==> config.mk <==
export PLATFORM = sky130hd
export DESIGN_NAME = router_read_arbiter
export DESIGN_NICKNAME = d
export VERILOG_FILES = /design/src/rtl/router_pkg.sv /design/src/rtl/router_skid2.sv /design/src/rtl/router_read_arbiter.sv
export SDC_FILE = /design/constraint.sdc
export NUM_CORES = 1
export LEC_CHECK = 0
export CORE_MARGIN = 3
export CORE_UTILIZATION = 51
export CTS_BUF_LIST = sky130_fd_sc_hd__clkbuf_8
export CTS_CLUSTER_DIAMETER = 80
export CTS_CLUSTER_SIZE = 30
export DETAILED_ROUTE_END_ITERATION = 16
export PLACE_DENSITY = 0.88
export SLEW_MARGIN = 5
export SYNTH_ARGS = -nofsm -noshare
export SYNTH_HDL_FRONTEND = slang
export SYNTH_SLANG_ARGS = --single-unit
==> constraint.sdc <==
create_clock -name clock -period 3.1 [get_ports clock]
set_input_delay 0.775 -clock clock [delete_from_list [all_inputs] [get_ports clock]]
set_output_delay 0.775 -clock clock [all_outputs]
set_load 0.05 [all_outputs]
==> src/rtl/router_pkg.sv <==
// Shared types for the router read side: read FSM states, header field
// positions, the skid-buffer entry and the round-robin pick helper.
package router_pkg;

    typedef enum logic [1:0] {
        IDLE  = 2'd0,
        HDR   = 2'd1,
        HWAIT = 2'd2,
        PAY   = 2'd3
    } rd_state_e;

    localparam int HDR_LEN_MSB = 7;
    localparam int HDR_LEN_LSB = 2;

    typedef logic [1:0] port_id_t;

    typedef struct packed {
        logic [7:0] data;
        logic       sop;
        logic       eop;
        port_id_t   port;
    } skid_entry_t;

    // First requester strictly after 'last' in cyclic order 0->1->2->0.
    function automatic port_id_t rr_pick(input logic [2:0] req, input port_id_t last);
        port_id_t p;
        rr_pick = last;
        for (int k = 3; k >= 1; k--) begin
            p = port_id_t'((int'(last) + k) % 3);
            if (req[p]) rr_pick = p;
        end
    endfunction

endpackage

==> src/rtl/router_skid2.sv <==
// Two-entry FIFO between the FIFO read path and the downstream valid/ready port.
module router_skid2
    import router_pkg::*;
(
    input  logic        clock,
    input  logic        resetn,
    input  logic        push,
    input  skid_entry_t push_data,
    input  logic        pop,
    output skid_entry_t head,
    output logic [1:0]  count
);

    skid_entry_t mem [2];
    logic        wp, rp;

    always_ff @(posedge clock or negedge resetn) begin
        if (!resetn) begin
            mem[0] <= '0;
            mem[1] <= '0;
            wp     <= 1'b0;
            rp     <= 1'b0;
            count  <= 2'd0;
        end else begin
            if (push) begin
                mem[wp] <= push_data;
                wp      <= ~wp;
            end
            if (pop) rp <= ~rp;
            case ({push, pop})
                2'b10:   count <= count + 2'd1;
                2'b01:   count <= count - 2'd1;
                default: count <= count;
            endcase
        end
    end

    assign head = mem[rp];

endmodule

==> src/rtl/router_read_arbiter.sv <==
// Round-robin packet reader for the three router output FIFOs; holds the grant
// for a whole packet and streams bytes out through a 2-entry skid buffer.
module router_read_arbiter
    import router_pkg::*;
#(
    parameter int ABORT_LIMIT = 16,
    parameter int LEN_W       = 6
) (
    input  logic       clock,
    input  logic       resetn,
    input  logic       valid_out_0,
    input  logic       valid_out_1,
    input  logic       valid_out_2,
    input  logic [7:0] data_out_0,
    input  logic [7:0] data_out_1,
    input  logic [7:0] data_out_2,
    output logic       read_enb_0,
    output logic       read_enb_1,
    output logic       read_enb_2,
    output logic [7:0] m_data,
    output logic       m_valid,
    input  logic       m_ready,
    output logic       m_sop,
    output logic       m_eop,
    output logic [1:0] m_port,
    output logic       rd_busy,
    output logic       abort
);

    localparam int RW = LEN_W + 1;
    localparam int SW = $clog2(ABORT_LIMIT + 1);

    rd_state_e     state, state_nx;
    port_id_t      gnt, gnt_nx, last, last_nx, rd_port;
    logic [RW-1:0] rem, rem_nx;
    logic [SW-1:0] stall, stall_nx;
    logic          outst, rd_sop, rd_eop;
    logic          issue, iss_sop, iss_eop, abort_nx;
    logic [2:0]    vld, occ;
    logic [7:0]    din [3];
    logic          vld_g, pop, room;
    logic [1:0]    count;
    skid_entry_t   push_ent, head;

    assign vld    = {valid_out_2, valid_out_1, valid_out_0};
    assign din[0] = data_out_0;
    assign din[1] = data_out_1;
    assign din[2] = data_out_2;
    assign vld_g  = vld[gnt];

    // Occupancy after this cycle's pop, counting the read still in flight.
    assign pop  = m_valid & m_ready;
    assign occ  = {1'b0, count} + {2'b0, outst} - {2'b0, pop};
    assign room = occ < 3'd2;

    always_comb begin
        state_nx = state;
        gnt_nx   = gnt;
        last_nx  = last;
        rem_nx   = rem;
        stall_nx = stall;
        issue    = 1'b0;
        iss_sop  = 1'b0;
        iss_eop  = 1'b0;
        abort_nx = 1'b0;
        case (state)
            IDLE: if (|vld) begin
                gnt_nx   = rr_pick(vld, last);
                stall_nx = '0;
                state_nx = HDR;
            end
            HDR: if (vld_g && room) begin
                issue    = 1'b1;
                iss_sop  = 1'b1;
                state_nx = HWAIT;
            end
            HWAIT: begin
                // Header byte is on data_out this cycle: payload + parity remain.
                rem_nx   = RW'(din[gnt][HDR_LEN_LSB +: LEN_W]) + RW'(1);
                state_nx = PAY;
            end
            PAY: begin
                if (rem != '0) begin
                    if (vld_g && room) begin
                        issue   = 1'b1;
                        iss_eop = (rem == RW'(1));
                        rem_nx  = rem - RW'(1);
                    end
                end else if (!outst) begin
                    last_nx  = gnt;
                    state_nx = IDLE;
                end
            end
            default: state_nx = IDLE;
        endcase

        // Only an empty granted FIFO counts as a stall; backpressure just holds.
        if (issue) begin
            stall_nx = '0;
        end else if ((state == HDR || (state == PAY && rem != '0)) && !vld_g) begin
            if (stall == SW'(ABORT_LIMIT - 1)) begin
                abort_nx = 1'b1;
                stall_nx = '0;
                last_nx  = gnt;
                state_nx = IDLE;
            end else begin
                stall_nx = stall + SW'(1);
            end
        end
    end

    always_ff @(posedge clock or negedge resetn) begin
        if (!resetn) begin
            state   <= IDLE;
            gnt     <= '0;
            last    <= 2'd2;
            rem     <= '0;
            stall   <= '0;
            outst   <= 1'b0;
            rd_sop  <= 1'b0;
            rd_eop  <= 1'b0;
            rd_port <= '0;
            abort   <= 1'b0;
        end else begin
            state <= state_nx;
            gnt   <= gnt_nx;
            last  <= last_nx;
            rem   <= rem_nx;
            stall <= stall_nx;
            outst <= issue;
            abort <= abort_nx;
            if (issue) begin
                rd_sop  <= iss_sop;
                rd_eop  <= iss_eop;
                rd_port <= gnt;
            end
        end
    end

    // The in-flight read lands regardless of state, so bytes survive an abort.
    assign push_ent = '{data: din[rd_port], sop: rd_sop, eop: rd_eop, port: rd_port};

    router_skid2 u_skid (
        .clock     (clock),
        .resetn    (resetn),
        .push      (outst),
        .push_data (push_ent),
        .pop       (pop),
        .head      (head),
        .count     (count)
    );

    assign read_enb_0 = issue && (gnt == 2'd0);
    assign read_enb_1 = issue && (gnt == 2'd1);
    assign read_enb_2 = issue && (gnt == 2'd2);

    assign m_valid = (count != 2'd0);
    assign m_data  = m_valid ? head.data : '0;
    assign m_sop   = m_valid & head.sop;
    assign m_eop   = m_valid & head.eop;
    assign m_port  = m_valid ? head.port : '0;
    assign rd_busy = (state != IDLE);

endmodule

==> results by group, run 1 <==
Run status
  • Status: finished with violations
  • Failing checks: setup timing

Run
  • Number of max-cap violations: 0

Placed design
  • Port bufs: 47
  • RD Place Congestion: 0.923
  • Placed instance count: 458
  • HPWL after detailed placement: 5830 um

Logic synthesis
  • Syn. warnings: 0
  • Synth Area in Compound Gates: 16.9%
  • Syn_nets: 375
  • Largest family of logic cells by synthesized area: compound AO/OA/AOI/OAI gates
  • Syn Area/Cell: 9.19 um^2
  • Synth Area in Simple Gates: 15.7%
  • #FFs+latches synth: 52
  • Adder-cell share of the synthesized area: 3.47%
  • Primary FF master, synth: dfrtp_1
  • Asr flop ratio synth: 100%
  • Synth Cell Area: 3100 um^2
  • Yosys cell types: 48
  • Multiplexer area fraction after synthesis: 15.4%
  • Number of flops mapped to enable cells by yosys: 0
  • XOR/XNOR Fraction of Synth Area: 2.26%
  • Post-Syn Instances: 337
  • Seq/Total Area, Yosys: 42.1%

Power
  • Switching share of power: 46.6%
  • Register share of total power: 29.0%
  • Logic pwr share: 62.0%
  • Tot Pwr: 4380 uW
  • Net Sw Power: 2040 uW
  • Pwr dens: 1060 nW/um^2
  • Peak supply drop: 0.693 mV
  • Clock share of power: 9.0%
  • Cell-internal power: 2340 uW
  • Leakage Power: 0.00186 uW

Global routing
  • Grt ovf: 0
  • Initial antenna violation count: 0
  • Pin count of the biggest net entering global routing: 40
  • First-pass GRT wire length: 14500 um
  • Number of global-route vias before repair: 3035
  • Gr usage total: 25.5%

Worst setup path
  • Worst r2r path cells: 20
  • CP startpoint kind: input pin
  • Worst EP arrival: 2.42 ns
  • CP Capture Type: primary output
  • CP max stage delay: 0.37 ns
  • Crit-path slowest cell: fa_2
  • Crit path cell chain: buf_8, inv_1, a21oi_4, nand2b_4, fa_2, xnor2_2, nand3_2, nor2_4, and2_4, buf_12
  • Data required, critical path: 2.32 ns
  • Kind of critical path: in -> out
  • CP max FO: 3

Finish
  • Final net count: 458
  • Filler cells: 402
  • Non-Filler Instances: 493
  • Area growth syn-to-layout: 33.5%
  • Register area: 1300 um^2
  • Multi-input gate area: 1740 um^2
  • Share of cells above drive strength 1: 21.4%
  • Most frequent cells in the layout: 50 x dfrtp_1, 48 x buf_4, 42 x clkdlybuf4s50_1
  • Commonest non-fill, non-tap cell in the layout: dfrtp_1
  • Diodes inserted: 0

Clock network
  • Cts bufs inserted: 5
  • Clock Root Buffer: clkbuf_8
  • CTS tree: done
  • CTS Buffer Depth: 2
  • Worst-skew pair later-pin latency: 0.31 ns
  • Htree depth: 2
  • Clock slew at reported path FFs: 0.10 ns
  • Clock Sinks: 52
  • CTS Hold Bufs: 0

Floorplan
  • Die H: 83.9 um
  • Die ar.: 7040 um^2
  • FP Rows: 27
  • Initial Utilization: 54.6%
  • Core Region: 5680 um^2
  • I/O pins: 48
  • Die Wd: 83.9 um

Route
  • Post-route DRC: 0
  • TritonRoute pass-1 iters: 5
  • Vias per Instance: 5.95
  • DRT antenna net count: 0
  • Routed len/inst: 17.6 um
  • Initial drt markers: 287
  • Routed WL: 8670 um
  • DR vias: 2935

STA
  • Final worst setup slack: -0.0999 ns
  • Fin crit period: 3.20 ns
  • FMAX: 313 MHz
  • Clock skew: 0.0104 ns
  • Final setup fails: 4
  • Max-Slew Margin vs Limit: 49.6%
  • Total negative slack: -0.268 ns
  • Worst-margin pin slew: 0.757 ns
  • Max-slew violations: 0
  • Fin crit share: 103%
  • Worst hold slack: 0.339 ns
  • Hold Fails Final Rpt: 0
  • RSZ-0062 raised after global routing: true

Worst hold path
  • Hold WC Path Type: in -> async
## per-stage QoR
stage	worst slack, ns	utilization [%]	cell area [um^2]
after global placement	-0.537	67.3	3820
after floorplan	-0.222	-	3160
after global routing	-0.170	72.8	4130
after detailed placement	-0.596	67.3	3820
final	-0.0999	72.8	4130
after CTS	0.00963	72.3	4100
## worst max-delay path, delay by kind of cell
kind / cells / cell delay [ns]
AOI/OAI and AO/OA: 1 / 0.08
xor gates and xnor gates: 1 / 0.20
buffers and inverters: 3 / 0.35
and+or+nand+nor: 4 / 0.63
adders and majority gates: 1 / 0.37
## cell usage after synthesis, types with 2 or more instances
library cell	count	share of area (%)
dfrtp_1	51	41
nand2_1	42	5.1
nor2_1	34	4.1
o21ai_0	33	5.3
mux2i_1	32	10
a21oi_1	19	3.1
clkbuf_1	14	1.7
inv_1	12	1.5
mux2_2	12	4.4
nand3_1	12	1.9
ha_1	7	2.8
nor3_1	5	0.81
o2bb2ai_1	5	1.4
nand2b_1	4	0.81
xnor2_1	4	1.1
xor2_1	4	1.1
nand4_1	3	0.61
o31ai_1	3	0.73
a21boi_0	2	0.48
a22o_1	2	0.57
a31oi_1	2	0.40
and2_1	2	0.40
buf_1	2	0.24
mux2_1	2	0.73
nor2b_1	2	0.40
nor4_1	2	0.40
o211ai_1	2	0.48
o22ai_1	2	0.40
or3_1	2	0.40
## flip-flops by register name (all words and copies together), names as in the netlist
| name | flops |
|---|---|
| u_skid.mem | 24 |
| outst | 1 |
| rd_port | 2 |
| abort | 1 |
| rd_sop | 1 |
| last | 2 |
| state | 2 |
| rd_eop | 1 |
| u_skid.wp | 1 |
| u_skid.count | 2 |
| u_skid.rp | 1 |
| rem | 7 |
| stall | 5 |
| gnt | 2 |
## cell type report
class	count	share of cell area, %
Clock buffer	5	1.66
Clock inverter	3	0.515
Inverter	12	1.09
Multi-Input combinational cell	254	42.2
Sequential cell	52	31.5
Tap cell	72	2.18
Timing Repair Buffer	95	20.8
## cells by family after synthesis
group	after synthesis
muxes	46
buffers and inverters	31
adders and majority gates	8
and+or+nand+nor	111
AOI/OAI and AO/OA	81
DFF	52
xor gates and xnor gates	8
## metal layers
metal | GRT usage (%) | share of wire (%)
met5 | 0 | 0
met2 | 45.2 | 52
met1 | 31.2 | 40
met4 | 9.21 | 2.4
met3 | 4.15 | 5.5
## path summary, 6_finish.rpt
| path | from | to | slack [ns] |
|---|---|---|---|
| setup / recovery | m_ready | read_enb_2 | -0.1 |
| hold / removal | resetn | stall[3] | 0.34 |
| setup reg to reg | u_skid.count[0] | u_skid.count[0] | 0.01 |
| hold reg to reg | u_skid.wp | u_skid.wp | 0.49 |
| max in group asynchronous | resetn | u_skid.rp | 1.91 |
| min in group clock | u_skid.wp | u_skid.wp | 0.49 |
## repair_timing
action / CTS / global route
setup buffers: 25 / 2
resized for setup: 8 / 4
pin swaps: 6 / 2
setup endpoints to repair: 19 / 19
gates cloned: 0 / 0
## power by group through the flow
stage	Clock, uW	Combinational (uW)	Sequential [uW]
finish	397	2720	1270
global route	431	2940	1310
CTS	399	2600	1250
detailed placement	0	2370	1270
global placement	0	2280	1240
floorplan	0	1730	1120
(Power assumes the default switching activity.)
==> inputs of run 2 (changes only) <==
Settings changed: CORE_MARGIN 3 to 2.
Clock period 3.1 ns to 2.9 ns, I/O delays scaled along.
==> run 2 against run 1 <==
The run still ends with setup timing left; largest power group unchanged; clock power is 28% higher; critical path depth unchanged; sequential power up 5%; highest routed layer unchanged; count of clock-buffer cells in the layout unchanged; cell area is 3.1% lower; die area down 4.7%; worst setup slack lost 0.068 ns; first-iteration DRC count is 26% lower; non-clock buffer count decreased by 19; register-to-register slack gained 0.17 ns; core utilization decreased by 4.8 points; hold slack got worse by 0.033 ns.
==> results by group, run 2 (synthesis gave the netlist of run 1 again) <==
Run status
  • Status: finished with violations
  • Failing checks: setup timing

STA
  • Final setup fails: 3
  • Max-Slew Margin vs Limit: 58.2%
  • Max-slew violations: 0
  • Clock skew: 0.00860 ns
  • Hold Fails Final Rpt: 0
  • Fin crit period: 3.07 ns
  • RSZ-0062 raised after global routing: true
  • Worst hold slack: 0.306 ns
  • Worst-margin pin slew: 0.626 ns
  • Final worst setup slack: -0.168 ns
  • Fin crit share: 106%
  • FMAX: 326 MHz

Finish
  • Largest reg by FF count: u_skid.mem
  • Largest regs: u_skid.mem: 24 flops, rem: 7 flops, stall: 5 flops
  • Post-route cell area: 4000 um^2
  • Most frequent cells in the layout: 50 x dfrtp_1, 41 x nand2_1, 35 x buf_4
  • Max reg flops: 24
  • Area growth syn-to-layout: 29.3%
  • Diodes inserted: 0
  • Commonest non-fill, non-tap cell in the layout: dfrtp_1
  • Share of cells above drive strength 1: 18.9%
  • Final net count: 439
  • Final core utilization: 68.0%

Power
  • Pwr dens: 1120 nW/um^2
  • Peak supply drop: 0.761 mV
  • Leakage Power: 0.00188 uW
  • Tot Pwr: 4470 uW

Floorplan
  • I/O pins: 48
  • Initial Utilization: 52.6%
  • Die ar.: 6710 um^2
  • Core Region: 5890 um^2
  • Die Wd: 81.9 um
  • Die H: 81.9 um
  • FP Rows: 28

Clock network
  • Clock Root Buffer: clkbuf_8
  • Htree depth: 2
  • Clock Sinks: 52
  • Cts bufs inserted: 5
  • CTS tree: done
  • CTS Buffer Depth: 2
  • Clock slew at reported path FFs: 0.10 ns
  • CTS Hold Bufs: 0
  • Worst-skew pair later-pin latency: 0.32 ns

Global routing
  • Pin count of the biggest net entering global routing: 23
  • Initial antenna violation count: 0
  • Number of global-route vias before repair: 2616
  • Gr usage total: 23.4%
  • Grt ovf: 0
  • First-pass GRT wire length: 12000 um

Placed design
  • Setup WS pre-CTS: -0.728 ns
  • Placed inst area: 3840 um^2
  • RD Place Congestion: 0.904
  • HPWL after detailed placement: 5610 um
  • Port bufs: 47

Worst setup path
  • CP Capture Type: primary output
  • Worst EP arrival: 2.34 ns
  • Data required, critical path: 2.17 ns
  • Kind of critical path: in -> out
  • Family with the most delay on the worst path: simple AND/OR/NAND/NOR gates
  • Worst Path Buf+Inv: 2
  • Crit-path slowest cell: fa_2
  • Crit path cell chain: buf_8, nand2_4, nor2_4, a21oi_2, nand2b_4, fa_2, xnor2_2, nand3_2, nor4_4, buf_12
  • CP startpoint kind: input pin
  • CP max stage delay: 0.35 ns
  • CP max FO: 3

Worst hold path
  • Hold WC Path Type: in -> async

Route
  • DR vias: 2759
  • Post-route DRC: 0
  • DRT antenna net count: 0
  • Initial drt markers: 211
  • Routed len/inst: 15.7 um
  • Routed WL: 7500 um
  • Vias per Instance: 5.78
  • TritonRoute pass-1 iters: 4

Run
  • Number of max-cap violations: 0
run 2: cell count changes in the layout (fill, tap and decap cells not counted):
cell / previous run / this run
buf_4: 48 / 35
clkdlybuf4s50_1: 42 / 31
dlymetal6s2s_1: 0 / 5
a21oi_2: 0 / 1
a21oi_4: 1 / 0
bufinv_16: 0 / 1
clkinv_2: 1 / 0
clkinvlp_4: 1 / 0
inv_2: 0 / 1
nor2_1: 31 / 32
nor2_2: 1 / 0
run 2: layout make-up:
class / instances / area, um^2
Clock buffer: 5 / 68.8
Clock inverter: 3 / 42.5
Fill cell: 436 / 1880
Inverter: 12 / 45.0
Multi-Input combinational cell: 254 / 1730
Sequential cell: 52 / 1300
Tap cell: 75 / 93.8
Timing Repair Buffer: 76 / 716
run 2: power breakdown:
| part | switching (uW) | internal (uW) | leakage [uW] |
|---|---|---|---|
| combinational | 1500 | 1130 | 0.00116 |
| clock | 252 | 258 | 0.0000599 |
| sequential | 310 | 1020 | 0.000657 |
| total | 2060 | 2410 | 0.00188 |
run 2: path summary, 6_finish.rpt:
path	from	endpoint	slack, ns	cells after the start
worst max-delay path	m_ready	read_enb_0	-0.17	10
worst min-delay path	resetn	outst	0.31	1
max in group asynchronous	resetn	rd_eop	1.97	2
min in group clock	u_skid.mem[17]	u_skid.mem[17]	0.49	2
worst max register to register	u_skid.count[0]	rem[3]	0.18	13
worst min register to register	u_skid.mem[17]	u_skid.mem[17]	0.49	2
run 2: per-layer routing:
layer / vias up / GRT usage [%] / wire length [um]
li1: 1313 / - / -
met1: 1339 / 29.6 / 3190
met3: 12 / 4.51 / 447
met5: - / 0 / 0
met4: 0 / 6.33 / 112
met2: 95 / 40.8 / 3750
run 2: what timing repair did:
item	4_1_cts	5_1_grt
setup endpoints to repair	13	9
pin swaps	7	1
gates resized for setup	10	6
buffers inserted	3	1
run 2: metrics by stage:
stage	TNS, ns	cells
after floorplan	-0.813	337
after global placement	-6.31	465
after detailed placement	-7.38	465
after CTS	-0.286	476
after global routing	-0.708	477
final	-0.470	477
==> inputs of run 3 (changes only) <==
Settings changed: HOLD_SLACK_MARGIN from default to 0.03.
==> results of run 3 <==
Same layout as run 2: the final DEF is identical, and so are final timing and power.
==> patch, RTL diff (flow settings as in run 3) <==
Encoding of `rd_state_e`: now Gray code (2 bits for 4 states).
--- a/src/rtl/router_pkg.sv
+++ b/src/rtl/router_pkg.sv
@@ -3,10 +3,10 @@
 package router_pkg;
 
     typedef enum logic [1:0] {
-        IDLE  = 2'd0,
-        HDR   = 2'd1,
-        HWAIT = 2'd2,
-        PAY   = 2'd3
+        IDLE  = 2'b00,
+        HDR   = 2'b01,
+        HWAIT = 2'b11,
+        PAY   = 2'b10
     } rd_state_e;
 
     localparam int HDR_LEN_MSB = 7;
Check against the original RTL: no difference found for any inputs over 4 cycles, from zero or initial values and one cycle with resetn low; so few cycles prove little.
==> patch against run 3 <==
The flow still finishes with violations (negative setup slack); setup slack worse by 0.046 ns; routed wire length increased by 0.80%; synthesized cell count grew 5.0%; total power down 5.2%; design area is 3.2% higher; worst hold slack better by 0.029 ns; global-route usage fell by 1.3 points; core utilization is 1.8 points lower; synthesized area up 4.8%; via count up 1.9%; sequential cell count stayed put; sequential share of layout area down 1.0 points; critical endpoint unchanged.
==> patch: results <==
metrics = {
    "worst_setup_path": {
        "worstPathArrival_ns": 2.39,
        "critical_path.max_fanout": 4,
        "rrSetupSlack_ns": 0.61,
        "cpPeakStageDelay_ns": 0.37,
        "reg2regPathDepth": 10,
    },
    "power": {
        "p_total_mw": 4.23,
        "max-vdd-ir-drop_v": 0.000683,
        "clock_net_power_mw": 0.485,
    },
    "final_layout": {
        "nMultiInputCombCells": 267,
        "buffers_excl_clock": 75,
        "multi_input_area_share_pct": 44.7,
        "final-clk-cell-share_pct": 2.60,
        "numSequentialCells": 52,
        "stdcell_count": 496,
        "inv_count": 17,
        "final_nets": 460,
        "final_util_pct": 66.2,
        "fillers": 494,
    },
    "place": {
        "dp_cells": 485,
        "pre_cts_slack_ns": -0.880,
        "dp_hpwl_microns": 5750,
    },
    "timing": {
        "setup_ws_ns": -0.213,
        "worst_pin_slew_ns": 0.736,
        "fin_hold_ws_ns": 0.335,
        "setup_viol": 3,
        "fin_skew_ns": 0.00868,
    },
    "route": {
        "dr.first_iter.drc_count": 173,
        "met3_wirelength_microns": 355,
        "viasPerCell": 5.67,
        "wl_met2_microns": 3750,
    },
    "synthesis": {
        "synth_area_leaders": "dfrtp_1, mux2i_1, o21ai_0",
        "yosysSeqAreaShare_pct": 40.1,
        "avgSynthCellArea_sq_um": 9.16,
    },
    "run_status": {
        "violations": "negative setup slack",
        "outcome": "complete, but fails checks",
    },
    "global_routing": {
        "grt_pass1_vias": 2806,
        "grt_first_pass_wirelength_microns": 12800,
        "grt_max_degree": 22,
    },
    "clock_network": {
        "postCtsSetupRepairBufs": 2,
        "clk_latency_ns": 0.30,
        "cts_resized": 11,
    },
}
-- patch: kinds of logic (layout without fill, tap and decap cells) --
logic type | count (synthesis) | in the layout | synth area share [%]
multiplexers | 39 | 39 | 12.5
AO/OA/AOI/OAI | 93 | 93 | 18.9
adder cells (fa/ha/maj) | 12 | 12 | 4.86
flip-flops | 52 | 52 | 40.1
AND/OR/NAND/NOR | 117 | 117 | 16.9
XOR/XNOR | 6 | 6 | 1.62
buffers and inverters | 35 | 100 | 5.01
-- patch: how the worst max path moves through the flow --
| stage | startpoint | endpoint | slack [ns] | cells past startpoint |
|---|---|---|---|---|
| final | m_ready | read_enb_0 | -0.21 | 10 |
| after global placement | m_ready | read_enb_0 | -0.81 | 9 |
| after CTS | m_ready | read_enb_0 | -0.22 | 10 |
| after detailed placement | m_ready | read_enb_0 | -0.88 | 10 |
| after global routing | m_ready | read_enb_0 | -0.31 | 10 |
| after floorplan | m_ready | read_enb_0 | -0.36 | 8 |
